## src/rtl/key256_schedule_ctrl_if.sv

```systemverilog
// Handshake and datapath bus for the AES-256 round-key sequencer.
// slave: the sequencer. master: the key requester, the consumer and the
// external single-round expansion datapath.
interface key256_schedule_ctrl_if;
  logic         start;
  logic [255:0] key_in;
  logic         rk_ready;
  logic         rk_valid;
  logic [3:0]   rk_idx;
  logic [127:0] rk_out;
  logic         busy;
  logic         done;
  logic [3:0]   exp_round_no;
  logic [255:0] exp_before;
  logic [255:0] exp_after;

  modport slave (
    input  start, key_in, rk_ready, exp_after,
    output rk_valid, rk_idx, rk_out, busy, done, exp_round_no, exp_before
  );

  modport master (
    output start, key_in, rk_ready, exp_after,
    input  rk_valid, rk_idx, rk_out, busy, done, exp_round_no, exp_before
  );
endinterface

```

## src/rtl/key256_schedule_ctrl.sv

```systemverilog
// AES-256 key schedule sequencer. It holds an 8-word window of the expanded
// key and emits it as two 128-bit round keys (upper half, then lower half)
// under a valid/ready handshake. After each lower-half handshake the window
// advances by one expansion round through the external datapath. Seven
// window updates yield round keys 0..14. Key 14 is the upper half of the
// last window, so the lower half of that window is never emitted.
module key256_schedule_ctrl (
  input logic                 clk,
  input logic                 rst,
  key256_schedule_ctrl_if.slave bus
);
  typedef enum logic [1:0] {
    IDLE    = 2'd0,
    EMIT_HI = 2'd1,
    EMIT_LO = 2'd2,
    DONE    = 2'd3
  } state_t;

  localparam logic [3:0] LAST_IDX   = 4'd14;
  localparam logic [2:0] LAST_ROUND = 3'd7;

  state_t       state_reg, state_next;
  logic [255:0] window_reg, window_next;
  logic [2:0]   round_reg, round_next;
  logic [3:0]   idx_reg, idx_next;
  logic         emitting;
  logic         handshake;

  assign emitting  = (state_reg == EMIT_HI) || (state_reg == EMIT_LO);
  assign handshake = emitting && bus.rk_ready;

  // State, window, round counter and key index registers
  always_ff @(posedge clk) begin
    if (rst) begin
      state_reg  <= IDLE;
      window_reg <= '0;
      round_reg  <= '0;
      idx_reg    <= '0;
    end else begin
      state_reg  <= state_next;
      window_reg <= window_next;
      round_reg  <= round_next;
      idx_reg    <= idx_next;
    end
  end

  // Next-state logic: accept start only from IDLE, advance on handshakes
  always_comb begin
    state_next  = state_reg;
    window_next = window_reg;
    round_next  = round_reg;
    idx_next    = idx_reg;
    case (state_reg)
      IDLE: begin
        if (bus.start) begin
          window_next = bus.key_in;
          round_next  = 3'd1;
          idx_next    = 4'd0;
          state_next  = EMIT_HI;
        end
      end
      EMIT_HI: begin
        if (handshake) begin
          if (idx_reg == LAST_IDX) begin
            state_next = DONE;
          end else begin
            idx_next   = idx_reg + 4'd1;
            state_next = EMIT_LO;
          end
        end
      end
      EMIT_LO: begin
        if (handshake) begin
          window_next = bus.exp_after;
          // The seventh update feeds key 14, which still belongs to round 7.
          if (round_reg != LAST_ROUND) begin
            round_next = round_reg + 3'd1;
          end
          idx_next   = idx_reg + 4'd1;
          state_next = EMIT_HI;
        end
      end
      DONE: begin
        state_next = IDLE;
      end
      default: begin
        state_next = IDLE;
      end
    endcase
  end

  // Output decode from the registered state
  always_comb begin
    bus.rk_valid     = emitting;
    bus.rk_idx       = idx_reg;
    bus.rk_out       = (state_reg == EMIT_LO) ? window_reg[127:0] : window_reg[255:128];
    bus.busy         = (state_reg != IDLE);
    bus.done         = (state_reg == DONE);
    bus.exp_round_no = emitting ? {1'b0, round_reg} : 4'd0;
    bus.exp_before   = window_reg;
  end
endmodule

```

## src/flat_wrapper.sv

```systemverilog
// flat-port wrapper written by rule: the top's interface ports become plain ports
module key256_schedule_ctrl_flat 
  (clk, rst, bus_start, bus_key_in, bus_rk_ready, bus_exp_after, bus_rk_valid, bus_rk_idx, bus_rk_out, bus_busy, bus_done, bus_exp_round_no, bus_exp_before);
  key256_schedule_ctrl_if bus_i ();
  input logic clk;
  input logic rst;
  input wire logic [$bits(bus_i.start)-1:0] bus_start;
  input wire logic [$bits(bus_i.key_in)-1:0] bus_key_in;
  input wire logic [$bits(bus_i.rk_ready)-1:0] bus_rk_ready;
  input wire logic [$bits(bus_i.exp_after)-1:0] bus_exp_after;
  output wire logic [$bits(bus_i.rk_valid)-1:0] bus_rk_valid;
  output wire logic [$bits(bus_i.rk_idx)-1:0] bus_rk_idx;
  output wire logic [$bits(bus_i.rk_out)-1:0] bus_rk_out;
  output wire logic [$bits(bus_i.busy)-1:0] bus_busy;
  output wire logic [$bits(bus_i.done)-1:0] bus_done;
  output wire logic [$bits(bus_i.exp_round_no)-1:0] bus_exp_round_no;
  output wire logic [$bits(bus_i.exp_before)-1:0] bus_exp_before;
  assign bus_i.start = bus_start;
  assign bus_i.key_in = bus_key_in;
  assign bus_i.rk_ready = bus_rk_ready;
  assign bus_i.exp_after = bus_exp_after;
  assign bus_rk_valid = bus_i.rk_valid;
  assign bus_rk_idx = bus_i.rk_idx;
  assign bus_rk_out = bus_i.rk_out;
  assign bus_busy = bus_i.busy;
  assign bus_done = bus_i.done;
  assign bus_exp_round_no = bus_i.exp_round_no;
  assign bus_exp_before = bus_i.exp_before;
  key256_schedule_ctrl u_core (.clk(clk), .rst(rst), .bus(bus_i));
endmodule
```

## config.mk

```make
export PLATFORM = sky130hd
export DESIGN_NAME = key256_schedule_ctrl_flat
export DESIGN_NICKNAME = d
export VERILOG_FILES = /design/src/rtl/key256_schedule_ctrl_if.sv /design/src/rtl/key256_schedule_ctrl.sv /design/src/flat_wrapper.sv
export SDC_FILE = /design/constraint.sdc
export NUM_CORES = 1
export LEC_CHECK = 0
export BUFFER_PORTS_ARGS = -buffer_cell sky130_fd_sc_hd__buf_4
export CORE_AREA = 2 2 351 353
export CTS_CLUSTER_SIZE = 12
export DETAILED_ROUTE_END_ITERATION = 8
export DIE_AREA = 0 0 353 355
export PLACE_DENSITY_LB_ADDON = 0.3
export SYNTH_ARGS = -nofsm -noshare
export SYNTH_HDL_FRONTEND = slang
export SYNTH_SLANG_ARGS = --single-unit
export TNS_END_PERCENT = 30
```

## constraint.sdc

```tcl
create_clock -name clk -period 2.2 [get_ports clk]
set_clock_uncertainty 0.05 [all_clocks]
set_input_delay 0.66 -clock clk [delete_from_list [all_inputs] [get_ports clk]]
set_output_delay 0.66 -clock clk [all_outputs]
set_load 0.005 [all_outputs]
```

-- Yosys cells after proc, flatten, opt, wreduce, memory -nomap -nowiden
Cells that the tools add are included.
- add/sub/neg operators: 2
- eq/ne operators: 10
- mux-type cells: 19
- reduce and logical (&&, ||, !) cells: 10
- operator list (cell ; count):
    2-to-1 mux 256 bit ; 2
    case mux 256 bit (2 select lines) ; 1
    2-to-1 mux 128 bit ; 1
    2-to-1 mux 4 bit ; 4
    2-to-1 mux 3 bit ; 4
    case mux 4 bit (3 select lines) ; 1
    case mux 2 bit (4 select lines) ; 1
    2-to-1 mux 2 bit ; 3
    != test 2 bit (second input constant) ; 3
    case mux 3 bit (2 select lines) ; 1
    AND reduction 3 bit ; 2
    AND reduction 5 bit ; 1
    adder 4 x 1 -> 4 bit (second input constant) ; 1
    == test 2 bit (second input constant) ; 2
    == test 4 bit (second input constant) ; 1
    != test 2 x 1 -> 1 bit (second input constant) ; 2
    AND reduction 4 bit ; 1
    nonzero test 2 bit ; 2
    adder 3 x 1 -> 3 bit (second input constant) ; 1
    != test 3 bit (second input constant) ; 1
    nonzero test 3 bit ; 1
    == test 2 x 1 -> 1 bit (second input constant) ; 1
    zero test 2 bit ; 1
    logical AND 1 bit ; 1
    2 further kinds ; 2
- register bits after elaboration: 265
- bits of input ports: 516
- output and inout bits: 395
- logic and storage cells: 45

-- Logic depth before layout (Yosys ltp)
- word-level depth: 5
- mapped depth: 9
- gate-level depth less buffers: 6

-- Least setup slack after synthesis
OpenSTA, ideal clock, no wires.
- kind: reg-to-output
- start: reg u_core.state_reg[0]
- end: out bus_rk_out[100]
- data arrival time: 1601 ps
- data required time: 1490 ps
- slack: -111 ps
- stages on the path, launching flop included: 8
- path buffers: 4
- cell sequence: dfxtp_1 inv_1 ha_1 buf_2 buf_2 buf_2 buf_2 mux2_2
- word-level cells in the longest chain between the ends: 2
- RTL lines (what ; line ; text):
    start: declaration ; key256_schedule_ctrl.sv:22 ; state_t state_reg, state_next;
    start signal: assignment ; key256_schedule_ctrl.sv:40 ; state_reg <= state_next;
    == test 2 bit ; key256_schedule_ctrl.sv:96 ; bus.rk_out = (state_reg == EMIT_LO) ? window_reg[127:0] : window_reg[255:128];
    2-to-1 mux 128 bit ; key256_schedule_ctrl.sv:96 ;
    end: declaration ; flat_wrapper.sv:13 ; output wire logic [$bits(bus_i.rk_out)-1:0] bus_rk_out;
No other way between the ends.

-- Final worst setup path
- start: reg u_core.state_reg[1]
- end: out bus_rk_out[35]
The elaborated chain is that of the path after synthesis.

==> impl_results.md <==
* Core ar. at between 100000 and 150000 sq um
* Period utilisation layout at 1.27
* HP Class: input pin to flip-flop
* Mapped Area at around 13000 sq um
* DRC Markers at 0
* Pwr dens at between 1000 and 1500 nW/um^2
* CP endpoint kind: primary output
* Worst setup SP type: flip-flop
* Setup violators final at 141
* Seq cells post-synth at between 200 and 300
* Pwr Total at 37.1 mW
* Worst path cell trace: ha_4 -> buf_12 -> buf_4 -> mux2_2 -> buf_4
* Worst vdd ir at roughly 490 uV
* Crit path time final at about 2.8 ns
* Pre-CTS WS at -0.0997 ns
* Die area at 125000 sq um
* Post-synth cell types at 28
* Die Span X at ~350 um
* Diodes inserted at 0
* RePlAce Congestion at between 0.8 and 0.9
* # fillers at about 14000
* CP arrival at 2.08 ns
* Levels on crit path at 5
* Setup tns final at -65.95 ns
* Clock slew at reported path FFs at approximately 0.060 ns
* Register-to-Register Path Depth at 10
* Die Y at about 360 um
* CTS Root Cell: clkbuf_16
* Worst-skew pair later-pin latency at 0.56 ns
* I/O pin total at around 910
* Number of port buffers at 909
* Max cap viols at 0
* CP delay by family, top: buffers and inverters
* Largest register FFs at 256
* Most common cell after layout, fill and taps aside: buf_4
* DRT Pass-1 Iters at 7
* First-pass GRT wire length at 111 mm
* Initial core utilization at 0.109
* CP max-delay cell: mux2_2
* Cells after synthesis at ~1400
* Hold depth at 3
* Pleak at roughly 11 nW
* Overall Global Routing Usage at 0.124
* CTS buffer count at 36
* Share of layout cells above drive strength 1 at 0.543
* Worst EP required at 1.49 ns
* Number of enable flip-flop cells after synthesis at 0
* Max clock buf depth at 3
* R2r setup slk at -0.03 ns
* Final max-slew violation count at 0
* Post-layout util at 0.206
* RSZ-0062 raised after global routing: yes
* Core Rows at between 100 and 150
* Yosys warning count at 0
* Worst Path Buf+Inv at 3
* Largest net degree at the start of global routing at 47
* Seq/Total Area, Yosys at 0.400
* Asr flop ratio synth at 0
* Crit path kind: flip-flop to primary output
* Total grt overflow at 0
* Top FF cell, synth: dfxtp_1
* Syn-to-layout area delta at 88.3%
* R2R Path Start: u_core.state_reg[0]
* Post-DR wirelength/cell at around 21 um
* Sink Count at ~270
* Detailed Route WL at slightly above 80 mm
* Syn Nets at approximately 1900
* Vias at about 14000
* Placed wire-length estimate at roughly 68 mm
* Vias in the first global route at ~15000
* Syn_area_per_cell at ~9.8 sq um
* Crit path from: u_core.state_reg[1]
* Max stage delay on crit path at around 0.4 ns
* Crit Path Max Fanout at 14
* Final net count at about 2900
* Post-route setup slack at -0.590 ns
* Finished Layout Cells at around 4000
* Crit path top cell by count: buf_4
* Hold Vio Cnt, Final at 0
* Failing checks: negative setup slack
* Hold_sp: bus_key_in[129]
* Iter 0 DRT Violations at about 530
* CTS tree: yes
* Status: complete, but fails checks
* H-Tree Depth at 2
* Most frequent cells in the layout: buf_4, dfxtp_1, nor2_1
* Initial antenna violation count at 6
* DR vias/cell at around 3.6
* Placed cells at 3883
* Post-route ant nets at 0
* Fmax at ~360 MHz
## stage by stage
stage                     area, sq um  hold slack [ns]
after detailed placement        22700            0.443
after CTS                       24700            0.327
final                           25000            0.393
after floorplan                 13300            0.412
after global placement          22700            0.440
after global routing            25000            0.360
## synthesized netlist by cell type, drive strengths merged, types with 3 or more instances
cell    count  area (sq um)
nor2      259           972
clkbuf     31           116
nand4       4          25.0
buf       102           513
nand3       3          15.0
o31ai       3          22.5
inv         4          15.0
a21oi       8          40.0
nand2       3          11.3
a211oi    257          1930
o21ai       5          25.0
mux2i     256          2560
nor2b       6          45.0
and2        5          31.3
ha          9           113
dfxtp     265          5310
mux2      128          1440
## worst min-delay path, delay by kind of cell
kind | cells | cell delay [ns]
muxes | 1 | 0.11
buffers and inverters | 1 | 0.10
AOI/OAI and AO/OA | 1 | 0.08
## area by class of cell
| type | instances | area [sq um] | area share |
|---|---|---|---|
| repair buffers | 1068 | 8790 | 0.352 |
| multi-input cells | 955 | 7680 | 0.307 |
| flip-flops and latches | 265 | 5310 | 0.213 |
| well taps | 1625 | 2030 | 0.0814 |
| clock buffers | 53 | 1090 | 0.0435 |
| clock inverters | 9 | 53.8 | 0.00215 |
| inverters | 4 | 15.0 | 0.000601 |
## logic make-up after synthesis
| logic type | after synthesis | share of synthesized area |
|---|---|---|
| AO/OA/AOI/OAI | 275 | 0.153 |
| adder cells (fa/ha/maj) | 9 | 0.00849 |
| buffers and inverters | 137 | 0.0486 |
| flip-flops | 265 | 0.400 |
| multiplexers | 384 | 0.302 |
| other | 1 | 0.000283 |
| AND/OR/NAND/NOR | 286 | 0.0869 |
## path summary, 6_finish.rpt
check                                             endpoint
worst max-delay path                        bus_rk_out[35]
worst min-delay path            u_core.bus.exp_before[129]
worst max register to register   u_core.bus.exp_before[69]
worst min register to register  u_core.bus.exp_before[103]
## routing by layer
layer	global-route usage	wire, um
met1	0.152	34500
met2	0.212	39700
met3	0.0341	5880
met4	0.0308	1720
met5	0	21
## power by group
group	switching (mW)	leakage (nW)	total, mW	internal [mW]
combinational	9.68	7.82	21.2	11.5
clock	2.39	0.563	5.79	3.40
sequential	2.92	2.20	10.2	7.23
## what timing repair did
item | in CTS | in global routing
setup endpoints to repair | 181 | 379
setup buffers | 22 | 10
pin swaps | 26 | 7
cloned | 2 | 2
resized for setup | 156 | 46
hold buffers | 0 | 0
No activity file was read; power rests on OpenSTA's default activity.
